### config.mk
export PLATFORM = sky130hd
export DESIGN_NAME = game_state_ctrl_flat
export DESIGN_NICKNAME = d
export VERILOG_FILES = /design/src/rtl/game_state_ctrl_pkg.sv /design/src/rtl/game_state_ctrl_if.sv /design/src/rtl/game_state_ctrl_rise_detect.sv /design/src/rtl/game_state_ctrl.sv /design/src/flat_wrapper.sv
export SDC_FILE = /design/constraint.sdc
export NUM_CORES = 1
export LEC_CHECK = 0
export CAP_MARGIN = 10
export CORE_MARGIN = 5
export CORE_UTILIZATION = 35
export DETAILED_ROUTE_END_ITERATION = 7
export SLEW_MARGIN = 20
export SYNTH_ARGS = -nofsm -noshare
export SYNTH_HDL_FRONTEND = slang
export SYNTH_SLANG_ARGS = --single-unit
### constraint.sdc
create_clock -name clk_i -period 2.34 [get_ports clk_i]
set_input_delay 0.702 -clock clk_i [delete_from_list [all_inputs] [get_ports clk_i]]
set_output_delay 0.702 -clock clk_i [all_outputs]
set_load 0.005 [all_outputs]
### src/rtl/game_state_ctrl_pkg.sv
// Shared types and widths for the game-flow controller, number overlay and renderer.
package game_state_ctrl_pkg;
    typedef enum logic [1:0] {ST_MENU, ST_PLAYING, ST_CONTINUE, ST_FINAL} game_state_e;

    localparam int LIVES_W = 2;
    localparam int LEVEL_W = 2;
    localparam int CNT_W   = 4;
endpackage

### src/rtl/game_state_ctrl_if.sv
// Bus between game-event sources (master) and the game-flow controller (slave).
interface game_state_ctrl_if;
    import game_state_ctrl_pkg::*;

    // Event inputs are single-cycle pulses (start_btn_i is a level) with no back-pressure;
    // every output is registered and updates the cycle after a frame_tick_i.
    logic                 frame_tick_i;
    logic                 start_btn_i;
    logic                 player_hit_i;
    logic                 level_clear_i;
    logic                 is_menu_o;
    logic                 is_playing_o;
    logic                 is_continue_o;
    logic                 is_final_o;
    logic [LIVES_W-1:0]   lives_o;
    logic [LEVEL_W-1:0]   level_o;
    logic [CNT_W-1:0]     countdown_o;
    logic                 game_reset_o;
    game_state_e          dbg_state;

    modport master (
        output frame_tick_i, start_btn_i, player_hit_i, level_clear_i,
        input  is_menu_o, is_playing_o, is_continue_o, is_final_o,
        input  lives_o, level_o, countdown_o, game_reset_o, dbg_state
    );

    modport slave (
        input  frame_tick_i, start_btn_i, player_hit_i, level_clear_i,
        output is_menu_o, is_playing_o, is_continue_o, is_final_o,
        output lives_o, level_o, countdown_o, game_reset_o, dbg_state
    );
endinterface

### src/rtl/game_state_ctrl_rise_detect.sv
// Rising-edge detector: registered history bit, combinational pulse on a 0->1 change.
module rise_detect (
    input  logic clk_i,
    input  logic rst_ni,
    input  logic d,
    output logic rise
);
    logic prev;

    always_ff @(posedge clk_i) begin
        if (!rst_ni) prev <= 1'b0;
        else         prev <= d;
    end

    assign rise = d & ~prev;
endmodule

### src/rtl/game_state_ctrl.sv
// Game-flow FSM: menu/playing/continue/final screens, lives, level and countdown,
// all updated only on frame ticks so a frame never mixes screens.
module game_state_ctrl
    import game_state_ctrl_pkg::*;
#(
    parameter int LIVES_INIT = 3,
    parameter int LEVELS     = 3,
    parameter int FPS        = 60,
    parameter int CONT_SECS  = 9,
    parameter int FINAL_SECS = 5
) (
    input logic               clk_i,
    input logic               rst_ni,
    game_state_ctrl_if.slave  bus
);
    localparam int SUB_W = $clog2(FPS);
    localparam logic [SUB_W-1:0]   SUB_MAX   = SUB_W'(FPS - 1);
    localparam logic [LIVES_W-1:0] LIVES_RLD = LIVES_W'(LIVES_INIT);
    localparam logic [LEVEL_W-1:0] LAST_LVL  = LEVEL_W'(LEVELS - 1);

    game_state_e        state, nxt_state;
    logic [LIVES_W-1:0] lives, nxt_lives;
    logic [LEVEL_W-1:0] level, nxt_level;
    logic [CNT_W-1:0]   countdown, nxt_countdown;
    logic [SUB_W-1:0]   sub, nxt_sub;
    logic               nxt_game_reset, game_reset;
    logic               start_p, hit_p, clr_p;
    logic               start_rise, start_e, hit_e, clr_e;
    logic               is_menu, is_playing, is_continue, is_final;

    rise_detect u_start_rise (
        .clk_i  (clk_i),
        .rst_ni (rst_ni),
        .d      (bus.start_btn_i),
        .rise   (start_rise)
    );

    // An event landing on the tick cycle itself still counts for that frame.
    assign start_e = start_p | start_rise;
    assign hit_e   = hit_p   | bus.player_hit_i;
    assign clr_e   = clr_p   | bus.level_clear_i;

    always_comb begin
        nxt_state      = state;
        nxt_lives      = lives;
        nxt_level      = level;
        nxt_countdown  = countdown;
        nxt_sub        = sub;
        nxt_game_reset = 1'b0;
        if (bus.frame_tick_i) begin
            unique case (state)
                ST_MENU: if (start_e) begin
                    nxt_state      = ST_PLAYING;
                    nxt_lives      = LIVES_RLD;
                    nxt_level      = '0;
                    nxt_game_reset = 1'b1;
                end
                ST_PLAYING: if (clr_e) begin
                    if (level == LAST_LVL) begin
                        nxt_state     = ST_FINAL;
                        nxt_countdown = CNT_W'(FINAL_SECS);
                        nxt_sub       = SUB_MAX;
                    end else begin
                        nxt_level      = level + LEVEL_W'(1);
                        nxt_game_reset = 1'b1;
                    end
                end else if (hit_e) begin
                    if (lives == LIVES_W'(1)) begin
                        nxt_lives     = '0;
                        nxt_state     = ST_CONTINUE;
                        nxt_countdown = CNT_W'(CONT_SECS);
                        nxt_sub       = SUB_MAX;
                    end else begin
                        nxt_lives      = lives - LIVES_W'(1);
                        nxt_game_reset = 1'b1;
                    end
                end
                ST_CONTINUE, ST_FINAL: begin
                    if (start_e) begin
                        nxt_countdown = '0;
                        nxt_sub       = '0;
                        if (state == ST_CONTINUE) begin
                            nxt_state      = ST_PLAYING;
                            nxt_lives      = LIVES_RLD;
                            nxt_game_reset = 1'b1;
                        end else begin
                            nxt_state = ST_MENU;
                            nxt_level = '0;
                        end
                    end else if (sub != '0) begin
                        nxt_sub = sub - SUB_W'(1);
                    end else if (countdown != '0) begin
                        nxt_countdown = countdown - CNT_W'(1);
                        nxt_sub       = SUB_MAX;
                    end else begin
                        nxt_state = ST_MENU;
                        nxt_level = '0;
                    end
                end
                default: nxt_state = ST_MENU;
            endcase
        end
    end

    always_ff @(posedge clk_i) begin
        if (!rst_ni) begin
            state       <= ST_MENU;
            lives       <= '0;
            level       <= '0;
            countdown   <= '0;
            sub         <= '0;
            game_reset  <= 1'b0;
            start_p     <= 1'b0;
            hit_p       <= 1'b0;
            clr_p       <= 1'b0;
            is_menu     <= 1'b1;
            is_playing  <= 1'b0;
            is_continue <= 1'b0;
            is_final    <= 1'b0;
        end else begin
            state       <= nxt_state;
            lives       <= nxt_lives;
            level       <= nxt_level;
            countdown   <= nxt_countdown;
            sub         <= nxt_sub;
            game_reset  <= nxt_game_reset;
            start_p     <= bus.frame_tick_i ? 1'b0 : start_e;
            hit_p       <= bus.frame_tick_i ? 1'b0 : hit_e;
            clr_p       <= bus.frame_tick_i ? 1'b0 : clr_e;
            is_menu     <= (nxt_state == ST_MENU);
            is_playing  <= (nxt_state == ST_PLAYING);
            is_continue <= (nxt_state == ST_CONTINUE);
            is_final    <= (nxt_state == ST_FINAL);
        end
    end

    assign bus.is_menu_o     = is_menu;
    assign bus.is_playing_o  = is_playing;
    assign bus.is_continue_o = is_continue;
    assign bus.is_final_o    = is_final;
    assign bus.lives_o       = lives;
    assign bus.level_o       = level;
    assign bus.countdown_o   = countdown;
    assign bus.game_reset_o  = game_reset;
    assign bus.dbg_state     = state;
endmodule

### src/flat_wrapper.sv
// flat-port wrapper written by rule: the top's interface ports become plain ports
module game_state_ctrl_flat import game_state_ctrl_pkg::*;
#(
    parameter int LIVES_INIT = 3,
    parameter int LEVELS     = 3,
    parameter int FPS        = 60,
    parameter int CONT_SECS  = 9,
    parameter int FINAL_SECS = 5
)
  (clk_i, rst_ni, bus_frame_tick_i, bus_start_btn_i, bus_player_hit_i, bus_level_clear_i, bus_is_menu_o, bus_is_playing_o, bus_is_continue_o, bus_is_final_o, bus_lives_o, bus_level_o, bus_countdown_o, bus_game_reset_o, bus_dbg_state);
  game_state_ctrl_if bus_i ();
  input logic clk_i;
  input logic rst_ni;
  input wire logic [$bits(bus_i.frame_tick_i)-1:0] bus_frame_tick_i;
  input wire logic [$bits(bus_i.start_btn_i)-1:0] bus_start_btn_i;
  input wire logic [$bits(bus_i.player_hit_i)-1:0] bus_player_hit_i;
  input wire logic [$bits(bus_i.level_clear_i)-1:0] bus_level_clear_i;
  output wire logic [$bits(bus_i.is_menu_o)-1:0] bus_is_menu_o;
  output wire logic [$bits(bus_i.is_playing_o)-1:0] bus_is_playing_o;
  output wire logic [$bits(bus_i.is_continue_o)-1:0] bus_is_continue_o;
  output wire logic [$bits(bus_i.is_final_o)-1:0] bus_is_final_o;
  output wire logic [$bits(bus_i.lives_o)-1:0] bus_lives_o;
  output wire logic [$bits(bus_i.level_o)-1:0] bus_level_o;
  output wire logic [$bits(bus_i.countdown_o)-1:0] bus_countdown_o;
  output wire logic [$bits(bus_i.game_reset_o)-1:0] bus_game_reset_o;
  output wire logic [$bits(bus_i.dbg_state)-1:0] bus_dbg_state;
  assign bus_i.frame_tick_i = bus_frame_tick_i;
  assign bus_i.start_btn_i = bus_start_btn_i;
  assign bus_i.player_hit_i = bus_player_hit_i;
  assign bus_i.level_clear_i = bus_level_clear_i;
  assign bus_is_menu_o = bus_i.is_menu_o;
  assign bus_is_playing_o = bus_i.is_playing_o;
  assign bus_is_continue_o = bus_i.is_continue_o;
  assign bus_is_final_o = bus_i.is_final_o;
  assign bus_lives_o = bus_i.lives_o;
  assign bus_level_o = bus_i.level_o;
  assign bus_countdown_o = bus_i.countdown_o;
  assign bus_game_reset_o = bus_i.game_reset_o;
  assign bus_dbg_state = bus_i.dbg_state;
  game_state_ctrl #(.LIVES_INIT(LIVES_INIT), .LEVELS(LEVELS), .FPS(FPS), .CONT_SECS(CONT_SECS), .FINAL_SECS(FINAL_SECS)) u_core (.clk_i(clk_i), .rst_ni(rst_ni), .bus(bus_i));
endmodule
==> qor.yml <==
synth_xor_area_frac: 0.0124
design_area_um2: 1830
overflow: 0
path_cells: "clkdlybuf4s50_1"
cp-end-kind: "output pin"
layout_common_cells: "dfxtp_1, clkdlybuf4s50_1, buf_4"
antenna_found_initial: 0
grt_first_pass_wirelength_um: 6580
finalCritPeriodShare: 0.964
slew_headroom: 0.642
seq_area_frac_synth: 0.353
power_density_nw_per_um2: 524
final_cells: 260
min_period_ns: 2.25
fin_nets: 222
crit_arrival_ns: 1.55
clk_pin_slew_ns: 0.10
grt_max_degree: 16
rsz0062_at_grt: "false"
critPathKind: "flop to output pin"
io_pins: 21
portBuffers: 20
place.detailed.hpwl_um: 3020
syn_to_final_growth_pct: 29.2
crit_buf_inv: 1
syn-cell-area_um2: 1420
postPlaceCellArea_um2: 1780
critPathSlowestCell: "dfxtp_1"
synth_fa_ha_area_frac: 0.0441
die-area_um2: 5420
synth.avg_cell_area_um2: 8.05
drt-vias-per-instance: 5.68
start_util: 0.357
drc_errors: 0
cp_data_required_time_ns: 1.64
ys_warn_count: 0
fill_cells: 393
drtAntennaViolNets: 0
vias: 1478
core_area_um2: 3970
p_leak_uw: 0.000678
seqCellArea_um2: 500
die_w_um: 73.6
synth.area.mux_share: 0.0212
die_height_um: 73.6
setup_viol: 0
skew_ns: 0.00203
drt_wl_total_um: 4000
synth_top_family_by_area: "compound AO/OA/AOI/OAI gates"
power_uw: 959
synthFlopType: "dfxtp_1"
place_congestion: 0.930
placedCellCount: 256
cts_tree: "yes"
hold_violations: 0
wl_per_cell_um: 15.4
htreeDepth: 1
cp-start-kind: "flop"
max_stage_delay_ns: 0.67
yosys.area_share.simple: 0.242
worst-path-max-fanout: 15
synth_cell_types: 42
outcome: "complete, no violations"
rows: 23
synth-edff-count: 0
tns_ns: 0
synth_nets: 187
cts_sinks: 25
fmax_ghz: 0.444
worst_pin_slew_ns: 0.536
cts_root_buffer: "clkbuf_8"
insertion_delay_ns: 0.27
synth_compound_area_frac: 0.279
finalMaxSlewViolations: 0
drtPass1Iterations: 4
synthCells: 176
ir_drop_mv: 0.241
synthArstFlopShare: 0
synth-seq-cells: 25
numCtsBuffers: 3
final_common_cell: "dfxtp_1"
grt_pass1_vias: 1401
clockBufferDepth: 2
cp_top_family: "flip-flops"
grt_usage: 0.153
min-delay-path-class: "flop to flop"
antenna_cells: 0
drt-initial-drc-count: 205
drive_gt1_frac: 0.143
maxCapViolCount: 0
multi_input_area_um2: 855
## logic make-up after synthesis
group,after synthesis
AOI/OAI and AO/OA,57
xor gates and xnor gates,2
adders and majority gates,5
buffers and inverters,17
DFF,25
muxes,3
and+or+nand+nor,67
## area by class of cell
class                      instances  share of cell area
clock buffer                       3              0.0225
timing repair buffer              37               0.179
tap                               50              0.0342
multi-input combinational        134               0.467
sequential                        25               0.273
clock inverter                     1             0.00410
inverter                          10              0.0205
## repair_timing
item | 4_1_cts | 5_1_grt
gates resized for setup | 0 | 1
setup endpoints to repair | 0 | 2
hold buffers | 0 | 0
buffers inserted | 0 | 0
## cells in the mapped netlist, drive strengths merged, types with 4 or more instances
master   n  area share
dfxtp   25        0.35
nor2    17       0.047
o21ai   16       0.056
a21oi   12       0.050
nand2   11       0.029
nor3    11       0.039
inv     10       0.026
nand2b   6       0.026
nand3    6       0.021
ha       5       0.044
buf      4       0.014
o31ai    4       0.021
## state kept, by name (all words and copies together) (netlist names)
register / flops
u_core.bus.is_menu_o: 1
u_core.clr_p: 1
u_core.sub: 6
u_core.bus.level_o: 2
u_core.bus.is_final_o: 1
u_core.bus.lives_o: 2
u_core.u_start_rise.prev: 1
u_core.bus.countdown_o: 4
u_core.bus.game_reset_o: 1
u_core.bus.dbg_state: 2
u_core.bus.is_continue_o: 1
u_core.start_p: 1
u_core.hit_p: 1
u_core.bus.is_playing_o: 1
## power by group
part	switching, uW	internal, uW
combinational	110	104
sequential	20.9	445
clock	159	121
## stage by stage
step                hold slack, ns  setup slack (ns)   util
global placement             0.468            -0.118  0.447
floorplan                    0.467             0.368      -
detailed placement           0.486            -0.146  0.447
global route                 0.521            0.0207  0.461
CTS                          0.501             0.118  0.460
finish                       0.499            0.0852  0.461
## metal layers
metal,vias up,share of wire,global-route usage
li1,718,-,-
met1,691,0.46,0.216
met2,63,0.47,0.242
met3,6,0.063,0.0219
met4,0,0.0095,0.0423
met5,-,0,0
## worst paths after layout
path              cells past startpoint                              startpoint                            endpoint  slack, ns
setup / recovery                      1      u_core.bus.dbg_state[0]$_SDFF_PN0_                    bus_dbg_state[0]       0.09
hold / removal                        2      u_core.bus.level_o[0]$_SDFFE_PN0P_  u_core.bus.level_o[0]$_SDFFE_PN0P_       0.50
setup reg to reg                      7  u_core.bus.countdown_o[0]$_SDFFE_PN0P_          u_core.sub[5]$_SDFFE_PN0P_       0.25
hold reg to reg                       2      u_core.bus.level_o[0]$_SDFFE_PN0P_  u_core.bus.level_o[0]$_SDFFE_PN0P_       0.50
Power figures use the tool's default switching activity.
==> RTL edit: new RTL, config.mk and constraints unchanged <==
Reset style: asynchronous (`rst_ni`), changed in 2 clocked blocks.
--- a/src/rtl/game_state_ctrl_rise_detect.sv
+++ b/src/rtl/game_state_ctrl_rise_detect.sv
@@ -7,7 +7,7 @@
 );
     logic prev;
 
-    always_ff @(posedge clk_i) begin
+    always_ff @(posedge clk_i or negedge rst_ni) begin
         if (!rst_ni) prev <= 1'b0;
         else         prev <= d;
     end
--- a/src/rtl/game_state_ctrl.sv
+++ b/src/rtl/game_state_ctrl.sv
@@ -102,7 +102,7 @@
         end
     end
 
-    always_ff @(posedge clk_i) begin
+    always_ff @(posedge clk_i or negedge rst_ni) begin
         if (!rst_ni) begin
             state       <= ST_MENU;
             lives       <= '0;
Formal check against the unedited RTL: differs if rst_ni is asserted again (counterexample within 4 cycles, from zero or initial values and one cycle with rst_ni low); with rst_ni held inactive, the same outputs for 10 cycles.
==> RTL edit against the unedited design <==
Synthesized cell count decreased by 6.3%. Setup slack better by 83 ps. Sequential cell count unchanged. Via count shrank 6.6%. Highest routed layer unchanged. Synthesized area increased by 3.5%. Routed wire length decreased by 5.6%. Count of clock-buffer cells in the layout increased by 1. Cell count fell by 3.1%. Cell area is 3.4% higher.
Power is not compared: it rests on default switching activity, and its combinational part moved more than twofold at a synthesized area within 25%.
==> RTL edit: results (changes against the unedited design) <==
clk_path_buf_depth: 2  # unchanged
yosysSeqAreaShare: 0.427  # +0.0741
finalCritPeriodShare: 0.928  # -0.0356
track_usage: 0.150  # -0.00312
syn-num-nets: 176  # -5.9%
ir_worst_vdd_mv: 0.418
routabilityCongestion: 0.891  # -4.1%
root_buffer: "clkbuf_8"
hold_class: "flop to flop"
clk_pin_slew_ps: 90
status: "finished, final reports clean"
grt_pass1_wl_mm: 6.51  # -1.0%
cts_buffers: 3  # unchanged
place_ws_ps: -103  # +42.6 ps
drive_above_1_share: 0.153  # +0.0106
largest_reg_flops: 6  # unchanged
diodes: 0  # unchanged
arrival_ps: 2330  # +780 ps
portBuffers: 20  # unchanged
slew_headroom: 0.735  # +0.0930
dp.cells: 248  # -3.1%
synth_area_leaders: "dfrtp_1, nor2_1, o21ai_0"
drt_pass1_iterations: 4  # unchanged
synth.distinct_cells: 44  # +4.8%
placement.cell_area_um2: 1850  # +3.9%
dp_hpwl_mm: 2.95  # -2.4%
clk_latency_ps: 260
skew_ps: 4.00  # +1.97 ps
worstPathMaxFanout: 6  # -9
drt_wl_total_mm: 3.78  # -5.6%
vias_per_cell: 5.48  # -3.6%
nets: 214  # -3.6%
first_iter_violations: 85  # -59%
fin_cells: 252  # -3.1%
reg2reg_slack_ps: 230  # -20 ps
antenna_found_initial: 0  # unchanged
drc: 0  # unchanged
htreeDepth: 1  # unchanged
grt_max_degree: 26  # +10
synthArstFlopShare: 1.00  # +1.00
avgSynthCellArea_um2: 8.89  # +10%
top_register: "u_core.sub"
yosysWarningCount: 0  # unchanged
leakage_nw: 0.816
synth_common_cells: "dfrtp_1, nor2_1, nand2_1, o21ai_0"
finalHoldWorstSlack_ps: 552  # +52.9 ps
## RTL edit: area by class of cell
cell class / instances / area [um^2]
tap: 50 / 62.6
inverter: 12 / 45.0
sequential: 25 / 627
timing repair buffer: 39 / 343
fill: 405 / 2130
clock buffer: 4 / 45.0
multi-input combinational: 122 / 772
## RTL edit: worst paths after layout
check                                 startpoint                         to  cells after the start
max                            bus_level_clear_i  u_core.bus.countdown_o[0]                      6
max in group asynchronous                 rst_ni       u_core.bus.is_menu_o                      2
min                        u_core.bus.lives_o[1]      u_core.bus.lives_o[1]                      1
min in group asynchronous                 rst_ni              u_core.sub[5]                      2
min reg2reg                u_core.bus.lives_o[1]      u_core.bus.lives_o[1]                      1
max reg2reg                        u_core.sub[0]      u_core.bus.level_o[1]                      7
## RTL edit: critical path: stages
cell and delay [ps]:
clkdlybuf4s50_1 410, or2_1 250, o311ai_2 350, and2_0 340, nand2_1 80, a22o_1 190
## RTL edit: kinds of logic after synthesis
family | synth area share
compound gates | 0.295
fa+ha+maj | 0.0426
buf+inv | 0.0486
flops | 0.427
mux | 0.0136
simple gates | 0.173
## RTL edit: timing repair
item	CTS	global route
gates resized for setup	0	1
endpoints found under the setup margin	0	2
buffers inserted	0	0
## RTL edit: per-layer routing
metal  global-route usage  vias to the layer above  part of all wire
met5                    0                        -                 0
li1                     -                      679                 -
met3               0.0240                        6             0.038
met2                0.261                       32              0.49
met4               0.0553                        0             0.014
met1                0.187                      664              0.45
## RTL edit: where the power goes
part	internal, mW	switching, mW
Clock	0.122	0.131
Combinational	0.560	0.537
Sequential	0.596	0.171
Total	1.28	0.839
